==> src/rtl/uart_tx_frame.sv <==
// uart_tx_frame -- UART transmit serialiser.
//
// Frame on TX_OUT: START(0), 8 data bits LSB first, optional PARITY, STOP(1).
// Each bit lasts N clocks, where N is the prescale value latched at accept time
// (a prescale of 0 is treated as 1). The line idles high.
//
// Build option: define UART_TX_HOLD_EN to add a one-entry hold register. With it,
// a request that arrives while a frame is in flight is parked and then sent
// directly after the current STOP bit, with no idle gap. Without it, requests that
// arrive while busy are dropped and hold_full is tied low.
module uart_tx_frame #(
  parameter int DATA_W     = 8,
  parameter int PRESCALE_W = 5
) (
  input  logic                  clk,
  input  logic                  rst,
  input  logic [DATA_W-1:0]     P_data,
  input  logic                  data_valid,
  input  logic                  PAR_EN,
  input  logic                  PAR_TYP,
  input  logic [PRESCALE_W-1:0] prescale,
  output logic                  TX_OUT,
  output logic                  busy,
  output logic                  hold_full
);

  localparam int IDX_W = $clog2(DATA_W);

  typedef enum logic [2:0] {
    S_IDLE,
    S_START,
    S_DATA,
    S_PARITY,
    S_STOP
  } state_t;

  state_t                r_state;
  state_t                w_next_state;

  // Frame being transmitted. These are latched at accept time, so later changes
  // on the inputs cannot disturb a frame in flight.
  logic [DATA_W-1:0]     r_data;
  logic                  r_par_en;
  logic                  r_par_typ;
  logic [PRESCALE_W-1:0] r_bit_len;

  // Timing within the frame.
  logic [PRESCALE_W-1:0] r_baud_cnt;
  logic [IDX_W-1:0]      r_bit_idx;

  logic                  w_bit_done;
  logic                  w_last_data_bit;
  logic                  w_parity;
  logic [PRESCALE_W-1:0] w_in_bit_len;
  logic                  w_load_new;

  // Hold-path view. These are constants when the hold register is not built.
  logic                  w_hold_full;
  logic                  w_hold_drain;
  logic [DATA_W-1:0]     w_hold_data;
  logic                  w_hold_par_en;
  logic                  w_hold_par_typ;
  logic [PRESCALE_W-1:0] w_hold_bit_len;

  // A prescale of zero would leave the baud counter without a terminal count.
  assign w_in_bit_len = (prescale == '0) ? PRESCALE_W'(1) : prescale;

  // The current bit has used its last clock.
  assign w_bit_done = (r_state != S_IDLE) && (r_baud_cnt == (r_bit_len - PRESCALE_W'(1)));

  assign w_last_data_bit = (r_bit_idx == IDX_W'(DATA_W - 1));

  // Even parity makes the total count of ones even, so the parity bit is the XOR
  // of the data. Odd parity is its inverse.
  assign w_parity = r_par_typ ? ~^r_data : ^r_data;

  // A direct accept happens only from IDLE. If a parked request is waiting, it is
  // sent first.
  assign w_load_new = (r_state == S_IDLE) && data_valid && !w_hold_full;

`ifdef UART_TX_HOLD_EN
  logic                  r_hold_full;
  logic [DATA_W-1:0]     r_hold_data;
  logic                  r_hold_par_en;
  logic                  r_hold_par_typ;
  logic [PRESCALE_W-1:0] r_hold_bit_len;
  logic                  w_hold_cap;

  // The parked request is released at the end of the STOP bit. It is also
  // released from IDLE, which covers a capture made on the final STOP edge.
  assign w_hold_drain = r_hold_full &&
                        ((r_state == S_IDLE) || ((r_state == S_STOP) && w_bit_done));

  // Capture is allowed while busy with an empty entry. It is also allowed on the
  // edge that drains the entry: the drained request leaves and the new one takes
  // the freed slot in the same cycle.
  assign w_hold_cap = data_valid &&
                      (((r_state != S_IDLE) && !r_hold_full) || w_hold_drain);

  // Hold register: capture new requests, and clear the entry when it drains.
  always_ff @(posedge clk) begin
    if (rst) begin
      r_hold_full    <= 1'b0;
      r_hold_data    <= '0;
      r_hold_par_en  <= 1'b0;
      r_hold_par_typ <= 1'b0;
      r_hold_bit_len <= '0;
    end else begin
      if (w_hold_cap) begin
        r_hold_full    <= 1'b1;
        r_hold_data    <= P_data;
        r_hold_par_en  <= PAR_EN;
        r_hold_par_typ <= PAR_TYP;
        r_hold_bit_len <= w_in_bit_len;
      end else if (w_hold_drain) begin
        r_hold_full    <= 1'b0;
      end
    end
  end

  assign w_hold_full    = r_hold_full;
  assign w_hold_data    = r_hold_data;
  assign w_hold_par_en  = r_hold_par_en;
  assign w_hold_par_typ = r_hold_par_typ;
  assign w_hold_bit_len = r_hold_bit_len;
  assign hold_full      = r_hold_full;
`else
  assign w_hold_full    = 1'b0;
  assign w_hold_drain   = 1'b0;
  assign w_hold_data    = '0;
  assign w_hold_par_en  = 1'b0;
  assign w_hold_par_typ = 1'b0;
  assign w_hold_bit_len = '0;
  assign hold_full      = 1'b0;
`endif

  // State register.
  always_ff @(posedge clk) begin
    // NOTE: sequential state is assigned with <= so that every flop samples the
    // values from before the edge, whatever order the blocks are evaluated in.
    if (rst) begin
      r_state <= S_IDLE;
    end else begin
      r_state <= w_next_state;
    end
  end

  // Latch the frame configuration, either from the inputs or from the hold entry.
  always_ff @(posedge clk) begin
    // NOTE: the payload registers are reset as well. This keeps the TX_OUT decode
    // free of X after reset, and costs nothing at this size.
    if (rst) begin
      r_data    <= '0;
      r_par_en  <= 1'b0;
      r_par_typ <= 1'b0;
      r_bit_len <= '0;
    end else if (w_hold_drain) begin
      r_data    <= w_hold_data;
      r_par_en  <= w_hold_par_en;
      r_par_typ <= w_hold_par_typ;
      r_bit_len <= w_hold_bit_len;
    end else if (w_load_new) begin
      r_data    <= P_data;
      r_par_en  <= PAR_EN;
      r_par_typ <= PAR_TYP;
      r_bit_len <= w_in_bit_len;
    end
  end

  // Baud counter: counts 0..N-1 within each bit and sits at 0 in IDLE.
  always_ff @(posedge clk) begin
    if (rst) begin
      r_baud_cnt <= '0;
    end else if ((r_state == S_IDLE) || w_bit_done) begin
      r_baud_cnt <= '0;
    end else begin
      r_baud_cnt <= r_baud_cnt + PRESCALE_W'(1);
    end
  end

  // Data bit index: advances at the end of each data bit and is 0 outside DATA.
  always_ff @(posedge clk) begin
    if (rst) begin
      r_bit_idx <= '0;
    end else if (r_state != S_DATA) begin
      r_bit_idx <= '0;
    end else if (w_bit_done) begin
      r_bit_idx <= r_bit_idx + IDX_W'(1);
    end
  end

  // Next-state logic for the frame sequence.
  always_comb begin
    // NOTE: default first, so that no path through the case leaves the value
    // unassigned (that would infer a latch).
    w_next_state = r_state;
    case (r_state)
      S_IDLE: begin
        if (w_load_new || w_hold_drain) begin
          w_next_state = S_START;
        end
      end
      S_START: begin
        if (w_bit_done) begin
          w_next_state = S_DATA;
        end
      end
      S_DATA: begin
        if (w_bit_done && w_last_data_bit) begin
          w_next_state = r_par_en ? S_PARITY : S_STOP;
        end
      end
      S_PARITY: begin
        if (w_bit_done) begin
          w_next_state = S_STOP;
        end
      end
      S_STOP: begin
        if (w_bit_done) begin
          w_next_state = w_hold_drain ? S_START : S_IDLE;
        end
      end
      default: begin
        w_next_state = S_IDLE;
      end
    endcase
  end

  // Output decode: the line level and busy follow the registered state.
  always_comb begin
    TX_OUT = 1'b1;
    busy   = 1'b1;
    case (r_state)
      S_IDLE:   busy   = 1'b0;
      S_START:  TX_OUT = 1'b0;
      S_DATA:   TX_OUT = r_data[r_bit_idx];
      S_PARITY: TX_OUT = w_parity;
      S_STOP:   TX_OUT = 1'b1;
      default: begin
        TX_OUT = 1'b1;
        busy   = 1'b0;
      end
    endcase
  end

endmodule

==> config.mk <==
export PLATFORM = sky130hd
export DESIGN_NAME = uart_tx_frame
export DESIGN_NICKNAME = d
export VERILOG_FILES = /design/src/rtl/uart_tx_frame.sv
export SDC_FILE = /design/constraint.sdc
export NUM_CORES = 1
export LEC_CHECK = 0
export ABC_AREA = 1
export CORE_AREA = 2 2 45 79
export DETAILED_ROUTE_END_ITERATION = 8
export DIE_AREA = 0 0 47 81
export PLACE_DENSITY_LB_ADDON = 0.2
export SETUP_SLACK_MARGIN = 0.5
export SLEW_MARGIN = 10
export SYNTH_ARGS = -nofsm -noshare
export SYNTH_HDL_FRONTEND = slang
export SYNTH_SLANG_ARGS = --single-unit
export TNS_END_PERCENT = 5
==> constraint.sdc <==
create_clock -name clk -period 1.58 [get_ports clk]
set_input_delay 0.158 -clock clk [delete_from_list [all_inputs] [get_ports clk]]
set_output_delay 0.158 -clock clk [all_outputs]
set_load 0.02 [all_outputs]
## After elaboration in Yosys (flattened, before gate mapping)

Index checks and enable logic that the tools add are counted.
Widths: inputs -> output; s select.

| word-level totals | value |
|---|---|
| register bits after elaboration | 26 |
| input port bits | 18 |
| logic and storage cells | 49 |

| operators by class | value |
|---|---|
| add/subtract/negate cells | 3 |
| order comparisons | 1 |
| eq/ne operators | 12 |
| muxes and demuxes | 13 |
| reduce and logical (&&, ||, !) cells | 13 |

Operators with widths:

| cell | count |
|---|---|
| $mux 3 | 6 |
| $pmux 3 s5 | 1 |
| $ne 2x2->1 const B | 5 |
| $reduce_xnor 8->1 | 1 |
| $reduce_xor 8->1 | 1 |
| $eq 3x2->1 const B | 2 |
| $eq 3x3->1 const B | 2 |
| $add 5x1->5 const B | 1 |
| $eq 5x5->1 | 1 |
| $logic_not 5->1 | 1 |
| $mux 5 | 1 |
| $reduce_and 5->1 | 1 |
| $sub 5x1->5 const B | 1 |
| $lt 3x4->1 const B | 1 |
| $reduce_or 2->1 | 2 |
| $reduce_or 4->1 | 1 |
| $add 3x1->3 const B | 1 |
| $bmux 1 s3 | 1 |
| $eq 3x1->1 const B | 1 |
| $logic_and 1x1->1 | 3 |
| $logic_not 3->1 | 1 |
| $mux 1 | 3 |
| $ne 3x2->1 const B | 1 |
| $pmux 1 s3 | 1 |
| 2 further kinds | 2 |

## Depth between registers and ports, before layout

| depth | value |
|---|---|
| depth in word-level cells | 6 |
| mapped depth | 14 |
| gate-level depth less buffers | 14 |

## Least setup slack after synthesis

No wires, ideal clock.

| path | value |
|---|---|
| path kind | reg2reg |
| start point | reg r_bit_len[0] |
| end point | reg r_state[0] |
| library setup time | 0.115 ns |
| data arrival time | 1.502 ns |
| data required time | 1.465 ns |
| slack | -0.037 ns |
| cell stages (with the launch flop) | 14 |
| path buffers | 0 |
| path through | dfxtp_1 > inv_2 > ha_1 > inv_1 > nand2_1 > nand2_1 > nor2_1 > nand2_1 > nor2_4 > nand3_4 > nand2_2 > nand3_2 > o21bai_1 > nor2_1 |

| between the ends | value |
|---|---|
| cells in the longest elaborated chain, start to end | 6 |

Ends and longest elaborated chain:

| element | RTL line | source |
|---|---|---|
| start, declared | 45 | `logic [PRESCALE_W-1:0] r_bit_len;` |
| start signal, assigned | 161 | `r_bit_len <= w_hold_bit_len;` |
| start signal, assigned | 166 | `r_bit_len <= w_in_bit_len;` |
| $sub 5x1->5 (*) | 69 | `assign w_bit_done = (r_state != S_IDLE) && (r_baud_cnt == (r_bit_len - PRESCALE_W'(1)));` |
| $eq 5x5->1 (*) | 69 |  |
| $logic_and 1x1->1 (*) | 69 |  |
| $logic_and 1x1->1 | 209 | `if (w_bit_done && w_last_data_bit) begin` |
| $ne 2x2->1 (no line) | - |  |
| $reduce_and 5->1 (no line) (*) | - |  |
| end signal, assigned | 144 | `r_state <= w_next_state;` |
| end, declared | 37 | `state_t r_state;` |

Every way passes the cells marked *; elsewhere a longest branch is shown, timed or not.
A chain may end at the register's enable or synchronous reset.

## Worst setup path after layout

| path | value |
|---|---|
| start point | reg r_data[3] |
| end point | out TX_OUT |

| between the ends | value |
|---|---|
| cells in the longest elaborated chain, start to end | 3 |

Ends and longest elaborated chain:

| element | RTL line | source |
|---|---|---|
| start, declared | 42 | `logic [DATA_W-1:0] r_data;` |
| start signal, assigned | 158 | `r_data <= w_hold_data;` |
| start signal, assigned | 163 | `r_data <= P_data;` |
| $bmux 1 s3 (tied with other cells) | 236 | `S_DATA: TX_OUT = r_data[r_bit_idx];` |
| $mux 1, on equally long branches | 236, 75 |  |
| $pmux 1 s3 (*) | 233 | `case (r_state)` |
| end, declared | 22 | `output logic TX_OUT,` |

Every way passes the cells marked *; elsewhere a longest branch is shown, timed or not. The select of a mux whose other input is x is not followed.

==> flow_metrics.tcl <==
set metrics [dict create \
    status "finished with violations" \
    violations "setup timing" \
    fillers 316 \
    post_drt_wl_per_cell_um 11.8 \
    hold_violations 0 \
    synth_largest_area_cell "dfxtp_1" \
    yosys-top-cells-area "dfxtp_1 (35%), nand2_1 (11%), nor2_1 (8.1%)" \
    synthMuxAreaShare_pct 0 \
    grt_use_met2_pct 37.9 \
    powerDensity_nw_per_um2 1610 \
    clk_pin_slew_ns 0.09 \
    period_minus_slack_ns 1.74 \
    cpPeakStageDelay_ns 0.34 \
    synth.ff_latch_count 26 \
    hold_depth 3 \
    worstPathCellList "xnor2_2 > xnor2_1 > xor2_1 > or2_4 > nand3_2 > nand2_2 > buf_6" \
    cp-start-kind "register" \
    overflow 0 \
    die_h_um 81 \
    pin_count 21 \
    critPathTopFamily "XOR/XNOR gates" \
    dpl.hpwl_um 2740 \
    r2r_slack_ns -0.10 \
    grtUsageMet1_pct 21.6 \
    place_congestion 0.849 \
    dieArea_um2 3810 \
    cts-htree-levels 1 \
    rows 28 \
    multi_input_area_um2 907 \
    die_x_um 47 \
    syn_inst 218 \
    busiest_layer "met2" \
    dr.pass1.iters 4 \
    grt_setup_unrepaired "true" \
    power_leakage_nw 0.878 \
    nets 284 \
    cts_buffers 3 \
    synthSimpleGateAreaFrac_pct 32.2 \
    synth_fa_ha_area_share_pct 3.38 \
    arrival_ns 1.58 \
    drc 0 \
    post-route-util_pct 63.9 \
    regToRegEndpoint "r_state[0]" \
    hold_ws_ns 0.464 \
    antenna_left 0 \
    ys_seq_area_share_pct 35.1 \
    grt_pass1_wl_um 5680 \
    portBuffers 19 \
    grt_max_degree 25 \
    ctsRootBufferMaster "clkbuf_8" \
    min_period_over_period_pct 110 \
    p_switching_w 0.00142 \
    required_ns 1.42 \
    vias_per_cell 4.88 \
    fin_area_um2 2060 \
    cts_tree "built" \
    syn2layout_area_growth_pct 39.0 \
    synth_cell_types 30 \
    avgSynthCellArea_um2 6.80 \
    gr-usage-all-layers_pct 20.6 \
    internal_power_w 0.00190 \
    diodes 0 \
    ir_drop_v 0.000997 \
    drt_wl_total_um 3620 \
    clkPwrFrac_pct 13.2 \
    grt.met3_usage_pct 2.67 \
    min_from "P_data[7]" \
    vias 1492 \
    first_global_vias 1363 \
    worstPathMaxFanout 2 \
    clockBufferDepth 2 \
    drt-initial-drc-count 38 \
    crit_type "register to primary output" \
    finalWorstSetupSlack_ns -0.157 \
    initial_utilization_pct 46.0 \
    cp_num_buf_inv 1 \
    seqCellArea_um2 528 \
    skew_ns 0.00397 \
    cap_viol_max_count 0 \
    cp_slowest_cell "dfxtp_2" \
    maxSlewViolCount 0 \
    worstSetupEndpointType "primary output" \
    synth-compound-area-share_pct 14.4 \
    synth_top_family_by_area "simple AND/OR/NAND/NOR gates" \
    synth_nets 240 \
    netSwitchingFraction_pct 42.8 \
    reg2regPathDepth 13 \
    synth-xor-area-share_pct 5.32 \
    power_frac_seq_pct 28.9 \
    synth_warnings 0 \
    core-area_um2 3220 \
    fin_tns_setup_ns -0.307 \
    yosys.area.top_type_share_pct 35.1 \
    placed_area_um2 1910 \
    place_ws_ns -0.310 \
    holdCritPathClass "primary input to register" \
    fmax_ghz 0.576 \
    drive_above_1_share_pct 27.2 \
    finalSetupViolCount 5 \
    hold_end "r_data[7]" \
    clock_sinks 26 \
    r2r_start "r_bit_len[0]" \
    synth_area_um2 1480 \
    clock_latency_ns 0.28 \
    p_comb_share_pct 57.9 \
    antenna_found_initial 0 \
]
-- logic make-up after synthesis --
family | count (synthesis)
xor+xnor | 9
fa+ha+maj | 4
other cells | 1
buf+inv | 35
compound gates | 40
flops | 26
simple gates | 103
-- per-stage QoR --
stage | cells | total power, W
detailed placement | 301 | 0.00270
global route | 306 | 0.00360
global placement | 301 | 0.00266
finish | 306 | 0.00332
CTS | 306 | 0.00326
floorplan | 218 | 0.00212
-- worst max path at each step --
stage | startpoint | depth (start not counted) | slack (ns) | endpoint
6_report | r_data[3] | 7 | -0.16 | TX_OUT
5_1_grt | r_data[3] | 7 | -0.28 | TX_OUT
4_1_cts | r_data[3] | 7 | -0.13 | TX_OUT
3_5_place_dp | r_data[2] | 7 | -0.31 | TX_OUT
3_3_place_gp | r_data[2] | 7 | -0.27 | TX_OUT
2_1_floorplan | r_bit_len[0] | 13 | -0.02 | r_state[0]
-- state kept, by name, indices dropped and copies added, names as in the netlist --
register / cells
r_baud_cnt: 5
r_bit_idx: 3
r_bit_len: 5
r_par_typ: 1
r_data: 8
r_state: 3
r_par_en: 1
-- worst min-delay path, cell delays in order --
cell	delay [ns]
clkdlybuf4s50_1	0.39
nor2_1	0.10
nor2_1	0.05
-- power groups by stage --
stage	Combinational (W)	Sequential (W)	Clock, W
finish	0.00192	0.000958	0.000437
global route	0.00216	0.000977	0.000461
CTS	0.00186	0.000953	0.000446
detailed placement	0.00174	0.000955	0
global placement	0.00171	0.000950	0
floorplan	0.00118	0.000942	0
-- cell type report --
type,count,area share [%]
repair buffers,43,18.8
clock buffers,4,2.67
multi-input cells,157,44.0
well taps,45,2.73
inverters,31,6.14
flip-flops and latches,26,25.6
-- cells in the final DEF, fill, tap and decap left out --
| cell type | instances |
|---|---|
| a211oi_2 | 2 |
| a21oi_1 | 16 |
| a31oi_1 | 1 |
| buf_12 | 1 |
| buf_4 | 21 |
| buf_6 | 3 |
| clkbuf_2 | 1 |
| clkbuf_8 | 4 |
| clkdlybuf4s50_1 | 17 |
| conb_1 | 1 |
| dfxtp_1 | 20 |
| dfxtp_2 | 6 |
| ha_1 | 3 |
| ha_4 | 1 |
| inv_1 | 23 |
| inv_2 | 6 |
| inv_4 | 1 |
| inv_8 | 1 |
| nand2_1 | 39 |
| nand2_2 | 6 |
| nand3_1 | 9 |
| nand3_2 | 3 |
| nand3_4 | 1 |
| nand4_1 | 4 |
| nor2_1 | 30 |
| nor2_2 | 3 |
| nor2_4 | 5 |
| nor3b_1 | 1 |
| o21ai_0 | 10 |
| o21ai_1 | 5 |
| o21ai_2 | 3 |
| o21bai_1 | 1 |
| o22ai_1 | 1 |
| o41ai_1 | 1 |
| or2_1 | 1 |
| or2_4 | 1 |
| xnor2_1 | 4 |
| xnor2_2 | 2 |
| xor2_1 | 3 |
-- layer usage --
| metal | vias up | share of wire (%) |
|---|---|---|
| met1 | 677 | 38 |
| met3 | 10 | 2.1 |
| met5 | - | 0 |
| met2 | 26 | 57 |
| li1 | 779 | - |
| met4 | 0 | 2.9 |
-- what timing repair did --
| action | in CTS | in global routing |
|---|---|---|
| resized for setup | 32 | 12 |
| pin swaps | 7 | 1 |
| gates cloned | 0 | 0 |
| hold buffers | 0 | 0 |
| endpoints found under the setup margin | 28 | 28 |
| setup buffers | 1 | 0 |
-- Yosys cell counts, drive strengths merged --
cell type	number
nand4	4
conb	1
o22ai	1
nor2	38
inv	31
or2	2
xnor2	6
nand3	13
nand2	45
dfxtp	26
o21bai	1
a211oi	2
ha	4
buf	4
o21ai	18
a21oi	16
xor2	3
a31oi	1
nor3b	1
o41ai	1
(Power assumes the default switching activity.)
